`config.mk`:
```
export PLATFORM = sky130hd
export DESIGN_NAME = qam_demod
export DESIGN_NICKNAME = d
export VERILOG_FILES = /design/src/rtl/qam_pkg.sv /design/src/rtl/integrate_dump.sv /design/src/rtl/qam_demod.sv
export SDC_FILE = /design/constraint.sdc
export NUM_CORES = 2
export LEC_CHECK = 0
export CORE_UTILIZATION = 60
export CTS_CLUSTER_SIZE = 20
export DETAILED_ROUTE_END_ITERATION = 10
export PLACE_DENSITY_LB_ADDON = 0.08
export SLEW_MARGIN = 15
export SYNTH_ARGS = -nofsm -noshare
export SYNTH_HDL_FRONTEND = slang
export SYNTH_SLANG_ARGS = --single-unit
export TNS_END_PERCENT = 10
```
`constraint.sdc`:
```
create_clock -name clk -period 7.4 [get_ports clk]
set_input_delay 1.48 -clock clk [delete_from_list [all_inputs] [get_ports clk]]
set_output_delay 1.48 -clock clk [all_outputs]
set_load 0.05 [all_outputs]
```
`src/rtl/qam_pkg.sv`:
```
// Shared QPSK/4-QAM constants: sample/product widths, decision polarity and bit order.
package qam_pkg;
    localparam int SAMPLE_W = 16;
    localparam int PROD_W   = 32;

    // Decision bit produced for a non-negative arm sum (1 = positive carrier).
    localparam logic DECIDE_POS = 1'b1;

    // Symbol bit positions: MSB carries the sine arm and is sent first.
    localparam int SIN_BIT = 1;
    localparam int COS_BIT = 0;

    function automatic logic decide(input logic sum_sign);
        return sum_sign ? ~DECIDE_POS : DECIDE_POS;
    endfunction
endpackage

```
`src/rtl/integrate_dump.sv`:
```
// One correlator arm: integrate registered products over a symbol, then sign-decide.
module integrate_dump
    import qam_pkg::*;
#(
    parameter int SAMPLE_W = qam_pkg::SAMPLE_W,
    parameter int ACC_W    = 38
) (
    input  logic                        clk,
    input  logic                        rst,
    input  logic signed [2*SAMPLE_W-1:0] product,
    input  logic                        p_vld,
    input  logic                        p_first,
    input  logic                        p_last,
    output logic                        dec,
    output logic                        dec_stb
);
    localparam int P_W = 2 * SAMPLE_W;

    logic signed [ACC_W-1:0] acc_reg;
    logic signed [ACC_W-1:0] sum;

    // A first sample restarts the integration, which also drops any partial symbol on resync.
    always_comb begin
        sum = (p_first ? '0 : acc_reg) + {{(ACC_W-P_W){product[P_W-1]}}, product};
    end

    always_ff @(posedge clk or posedge rst) begin
        if (rst) begin
            acc_reg <= '0;
            dec     <= 1'b0;
            dec_stb <= 1'b0;
        end else begin
            dec_stb <= p_vld & p_last;
            if (p_vld) begin
                acc_reg <= sum;
                if (p_last) begin
                    dec <= decide(sum[ACC_W-1]);
                end
            end
        end
    end
endmodule

```
`src/rtl/qam_demod.sv`:
```
// Coherent QPSK receiver: mix with sin/cos references, integrate per symbol, decide, re-serialise.
module qam_demod
    import qam_pkg::*;
#(
    parameter int SPS   = 32,
    parameter int CNT_W = $clog2(SPS),
    parameter int ACC_W = 32 + $clog2(SPS) + 1
) (
    input  logic                       clk,
    input  logic                       rst,
    input  logic                       en,
    input  logic signed [SAMPLE_W-1:0] mixed_in,
    input  logic signed [SAMPLE_W-1:0] sine_ref,
    input  logic signed [SAMPLE_W-1:0] cosine_ref,
    input  logic                       sym_sync,
    output logic [1:0]                 elojel_sin_cos,
    output logic                       sym_valid,
    output logic                       adat_ki,
    output logic                       bit_valid
);
    localparam logic [CNT_W-1:0] LAST_IDX = CNT_W'(SPS - 1);

    logic [CNT_W-1:0]         cnt_reg;
    logic [CNT_W-1:0]         idx;
    logic signed [PROD_W-1:0] p_s_reg;
    logic signed [PROD_W-1:0] p_c_reg;
    logic                     p_vld_reg;
    logic                     p_first_reg;
    logic                     p_last_reg;
    logic                     next_bit_reg;
    logic                     pend_reg;

    logic signed [PROD_W-1:0] prod_w [2];
    logic [1:0]               dec_w;
    logic [1:0]               stb_w;

    always_comb begin
        idx = sym_sync ? '0 : cnt_reg;
    end

    always_ff @(posedge clk or posedge rst) begin
        if (rst) begin
            cnt_reg     <= '0;
            p_s_reg     <= '0;
            p_c_reg     <= '0;
            p_vld_reg   <= 1'b0;
            p_first_reg <= 1'b0;
            p_last_reg  <= 1'b0;
        end else begin
            p_vld_reg <= en;
            if (en) begin
                p_s_reg     <= PROD_W'(mixed_in) * PROD_W'(sine_ref);
                p_c_reg     <= PROD_W'(mixed_in) * PROD_W'(cosine_ref);
                p_first_reg <= (idx == '0);
                p_last_reg  <= (idx == LAST_IDX);
                cnt_reg     <= (idx == LAST_IDX) ? '0 : idx + 1'b1;
            end
        end
    end

    assign prod_w[SIN_BIT] = p_s_reg;
    assign prod_w[COS_BIT] = p_c_reg;

    generate
        for (genvar gi = 0; gi < 2; gi++) begin : g_arm
            integrate_dump #(
                .SAMPLE_W (SAMPLE_W),
                .ACC_W    (ACC_W)
            ) u_arm (
                .clk     (clk),
                .rst     (rst),
                .product (prod_w[gi]),
                .p_vld   (p_vld_reg),
                .p_first (p_first_reg),
                .p_last  (p_last_reg),
                .dec     (dec_w[gi]),
                .dec_stb (stb_w[gi])
            );
        end
    endgenerate

    assign elojel_sin_cos = dec_w;
    assign sym_valid      = &stb_w;

    // The sine bit leaves on the clk right after the load; the cosine bit waits one more clk.
    always_ff @(posedge clk or posedge rst) begin
        if (rst) begin
            adat_ki      <= 1'b0;
            bit_valid    <= 1'b0;
            next_bit_reg <= 1'b0;
            pend_reg     <= 1'b0;
        end else if (sym_valid) begin
            adat_ki      <= elojel_sin_cos[SIN_BIT];
            next_bit_reg <= elojel_sin_cos[COS_BIT];
            bit_valid    <= 1'b1;
            pend_reg     <= 1'b1;
        end else if (pend_reg) begin
            adat_ki   <= next_bit_reg;
            bit_valid <= 1'b1;
            pend_reg  <= 1'b0;
        end else begin
            bit_valid <= 1'b0;
        end
    end
endmodule

```
After elaboration in Yosys (flattened, before gate mapping). Index checks and enable logic that the tools add are counted.

Input bits: 52. Logic and storage cells: 36. Register bits: 155.

Equal/unequal tests: 1. Reductions and logical operators: 3. Multipliers: 2. Bitwise logic cells: 1. Multiplexer cells: 11. Add/subtract/negate cells: 3.

Operators with widths (number): $add A38 B38 Y38 (2); $mux W38 (2); $mul A16 B16 Y32 (2); $mux W5 (2); $mux W1 (7); $add A5 B1 Y5 const B (1); $eq A5 B5 Y1 const B (1); $logic_not A5 Y1 (1); $reduce_and A2 Y1 (1); $reduce_bool A2 Y1 (1); $and A1 B1 Y1 (1).

Depth between registers and ports, before layout.
Word-level depth: 3. Gate-level depth with buffers: 25. Gate-level depth less buffers: 24.

Hierarchy. Synthesis repeated with hierarchy kept, for this count alone.

Cell total of the unflattened synthesis: 3345. Area, all modules: 30565.6 um^2.

By module, submodules not included: qam_demod (times used 1, seq. area each 1901.8 um^2, area each 22552.9 um^2, cells each 2389); integrate_dump (times used 2, seq. area each 1001.0 um^2, area each 4006.3 um^2, cells each 478).

Least setup slack after synthesis. No wires, ideal clock.

Path type: input -> register. Start: input mixed_in[15]. End: register p_c_reg[31]. Path slack: 0.184 ns. Required time: 7.263 ns. Setup time: 0.137 ns. Stages: 21. Path buffers: 1. Data arrival time: 7.079 ns. Cells stage by stage: clkbuf_1 -> nand2_1 -> inv_1 -> fa_1 -> fa_1 -> fa_1 -> fa_1 -> fa_1 -> inv_1 -> fa_1 -> inv_1 -> ha_1 -> nand4_1 -> nor3_1 -> nor4b_2 -> o2111ai_2 -> a31oi_1 -> or4_1 -> a31oi_1 -> xnor2_1 -> a21oi_1.

Word-level cells in the longest chain between the ends: 1.

Ends and longest elaborated chain: from (decl) (line qam_demod.sv:12) `input logic signed [SAMPLE_W-1:0] mixed_in,`; $mul A16 B16 Y32 (line qam_demod.sv:53) `p_c_reg <= PROD_W'(mixed_in) * PROD_W'(cosine_ref);`; to (signal assigned) (line qam_demod.sv:53); to (decl) (line qam_demod.sv:26) `logic signed [PROD_W-1:0] p_c_reg;`.

No other way between the ends. A chain may end at the register's enable or synchronous reset.

Worst setup path after layout.
Start: input mixed_in[15]. End: register p_c_reg[29].

Same word-level chain as after synthesis.

==> out/metrics.csv <==
stage,metric,value,unit
cts,TritonCTS clock tree,built,
route,Via density,5.44,
layout,share of cells above drive strength 1,17.4,%
route,drt drc,0,
route,vias,22200,
sta,Slew @ Worst Pin,1.00,ns
synthesis,register area share after synthesis,13.2,%
sta,Fin. Hold Viols,0,
route,TritonRoute pass-1 iters,6,
synthesis,Netlist Area Pre-Place,0.0294,mm^2
synthesis,Synth warnings,0,
worst_setup_path,Startpoint Class,input pin,
worst_setup_path,Required @ worst endpoint,7.74,ns
sta,Final Slew Violations,0,
worst_setup_path,CP max FO,6,
synthesis,mean post-synth cell area,9.36,um^2
synthesis,synthesized net count,3961,
route,DR iter-0 viols,1002,
synthesis,Gate Count Post-Synth,3142,
sta,fmax,0.137,GHz
layout,FILL cells,3698,
synthesis,"flops & latches, synth",155,
placement,Place WS,-0.538,ns
sta,Fin Setup TNS,0,ns
cts,Worst-path clk slew,0.07,ns
die,core footprint,0.0480,mm^2
worst_setup_path,data arrival time of the worst path,7.63,ns
sta,worst clock skew,0.00928,ns
layout,Post-Layout Cell Count,4081,
sta,final cycle utilization of the critical path,98.6,%
synthesis,Main synth FF type,dfrtp_1,
route,drt wl/cell,17.3,um
layout,max reg flops,76,
sta,final worst slack,0.103,ns
die,DIE WIDTH,223,um
route,ANT nets after route,0,
hold_path,WHS Endpoint,pend_reg,
job,max-cap violations,0,
layout,final core occ,71.9,%
placement,IO Port Bufs,56,
hold_path,critical hold path startpoint,g_arm[1].u_arm.dec_stb,
cts,CTS Buffer Depth,2,
placement,GPL Wtd Cong,0.886,
cts,CTS Sinks,155,
cts,root buffer cell,clkbuf_16,
global_routing,Tot GR Track Use,29.5,%
global_routing,largest net degree at the start of global routing,105,
sta,RSZ-0062 raised after global routing,yes,
worst_setup_path,Crit. End Element,flop,
die,die height,223,um
sta,relative slew slack,33.2,%
route,DRT Wirelength,70.4,mm
worst_setup_path,Reg-to-Reg Start,p_first_reg,
placement,DP HPWL,57.4,mm
cts,hold buffer count at cts,0,
cts,total CTS buffers,17,
synthesis,Synth cell types,77,
placement,Placed Instances,3997,
worst_setup_path,Setup Crit Path Kind,input pin to flop,
die,Starting Density,61.2,%
cts,Skew-Pair Late Insertion Delay,0.45,ns
die,Ports,57,
hold_path,Hold Crit Class,flop to flop,
outcome,outcome,"complete, no violations",
synthesis,Synth async-reset ratio,100,%
layout,multi-input logic area,0.0230,mm^2
sta,fin crit period,7.30,ns
worst_setup_path,Worst R2R End,g_arm[1].u_arm.acc_reg[36],
global_routing,initial antenna violation count,1,
global_routing,first-pass GRT wire length,118,mm
worst_setup_path,R2R Setup Slk,3.21,ns
worst_setup_path,FF-to-FF path depth,15,
layout,fin nets,4271,
global_routing,global route overflow,0,
hold_path,Hold Path Depth,0,
synthesis,"EDFF count, synth",0,
die,row cnt,80,
sta,Setup-failing EPs final,0,
layout,FF/Latch Area,0.00388,mm^2
die,die footprint,0.0499,mm^2
layout,area grow syn2layout,17.4,%
cts,H-tree Lvls,4,
global_routing,vias in the first global route,24900,
==> metal layers <==
layer	vias up	wire, um	global-route usage (%)
li1	10300	-	-
met4	0	2420	10.2
met5	-	0	0
met1	11300	26600	33.3
met2	483	38400	56.4
met3	166	3010	4.03
==> stage by stage <==
| step | area [um^2] | hold WS [ns] |
|---|---|---|
| after floorplan | 29400 | 0.444 |
| after global placement | 32900 | 0.447 |
| after detailed placement | 32900 | 0.458 |
| after CTS | 33600 | 0.470 |
| after global routing | 34500 | 0.487 |
| final | 34500 | 0.481 |
==> layout make-up <==
class | instances | area share [%]
clock buffers | 20 | 1.35
inverters | 638 | 6.95
well taps | 615 | 2.23
diodes | 1 | 0.00725
flip-flops and latches | 155 | 11.2
repair buffers | 407 | 11.1
multi-input cells | 2233 | 66.7
clock inverters | 12 | 0.475
==> cell usage after synthesis (3+ instances only) <==
cell type	count	area (um^2)
inv_1	636	2390
fa_1	526	10500
nand2_1	306	1150
and2_1	248	1550
ha_1	241	3020
dfrtp_1	155	3880
a21oi_1	125	626
xnor2_1	112	981
clkbuf_1	109	409
mux2_2	109	1230
nor2_1	99	372
nor2b_1	82	513
a21o_1	61	458
o21ai_1	36	180
o21ai_0	31	155
nor3_1	24	120
xor2_1	24	210
o21a_1	23	173
nand2b_1	21	131
o21bai_1	20	150
nand3_1	18	90.1
a211oi_1	11	82.6
nand4_1	11	68.8
a31oi_1	7	43.8
o31ai_1	7	52.6
or3_1	6	37.5
and3_1	5	31.3
o211ai_1	5	37.5
or2_2	5	31.3
a211o_1	4	35.0
buf_1	4	15.0
a21boi_1	3	22.5
a221oi_1	3	26.3
a22oi_1	3	22.5
nor4_1	3	18.8
o2111ai_1	3	26.3
o31a_1	3	26.3
o41ai_2	3	48.8
==> worst max-delay path: stages <==
cell,delay [ns]
clkdlybuf4s50_1,0.48
buf_6,0.17
nand2_2,0.08
inv_2,0.09
fa_2,0.51
buf_4,0.18
fa_1,0.51
fa_2,0.56
fa_1,0.42
fa_1,0.50
inv_1,0.06
fa_1,0.49
inv_1,0.07
ha_4,0.28
nand4_1,0.15
nor3_2,0.22
nor4b_4,0.29
o2111ai_2,0.18
a31oi_1,0.25
buf_4,0.15
o21a_1,0.10
nor2_1,0.04
xnor2_1,0.11
mux2_2,0.25
==> layout by cell type (no fill, tap or decap), drive strengths merged, types with 5 or more instances in the layout <==
cell type,Yosys,routed
buf,7,346
a21oi,126,126
inv,637,638
nand4,11,11
a31oi,8,8
o31ai,7,7
a211oi,12,12
nand2,306,306
clkbuf,109,36
nor2b,82,82
mux2,109,109
fa,526,526
xnor2,112,112
and2,248,248
nor3,24,24
a21o,61,61
nand2b,21,21
xor2,24,24
ha,241,241
dfrtp,155,155
dlymetal6s2s,0,23
and3,5,5
or2,7,7
clkinv,1,5
clkdlybuf4s50,0,22
o21ai,67,67
nor2,99,99
o211ai,6,6
o21a,23,23
o21bai,21,21
nand3,18,18
or3,7,7
==> timing repair <==
item | 4_1_cts | 5_1_grt
buffers inserted | 0 | 42
resized for setup | 6 | 151
pin swaps | 2 | 84
setup endpoints to repair | 4 | 16
cloned | 0 | 9
==> kinds of logic (layout without fill, tap and decap cells) <==
group / count (synthesis) / in the layout / share of synthesized area, %
simple gates: 837 / 837 / 14.3
fa+ha+maj: 767 / 767 / 46.1
buf+inv: 754 / 1077 / 9.65
compound gates: 382 / 382 / 8.56
flops: 155 / 155 / 13.2
xor+xnor: 136 / 136 / 4.05
mux: 111 / 111 / 4.24
other cells: 0 / 1 / 0
==> worst max-delay path by stage <==
stage	startpoint	endpoint	slack (ns)	cells past startpoint
final	mixed_in[15]	p_c_reg[29]	0.10	24
after global routing	mixed_in[15]	p_c_reg[29]	-0.09	24
after CTS	mixed_in[15]	p_c_reg[31]	-0.05	24
after detailed placement	mixed_in[7]	p_c_reg[31]	-0.54	25
after global placement	mixed_in[7]	p_c_reg[31]	-0.47	25
after floorplan	mixed_in[15]	p_c_reg[31]	0.18	21
Power is left out: the tool's default activity adds up to more than one toggle a clock period on the data nets, which glitch-free logic cannot reach.
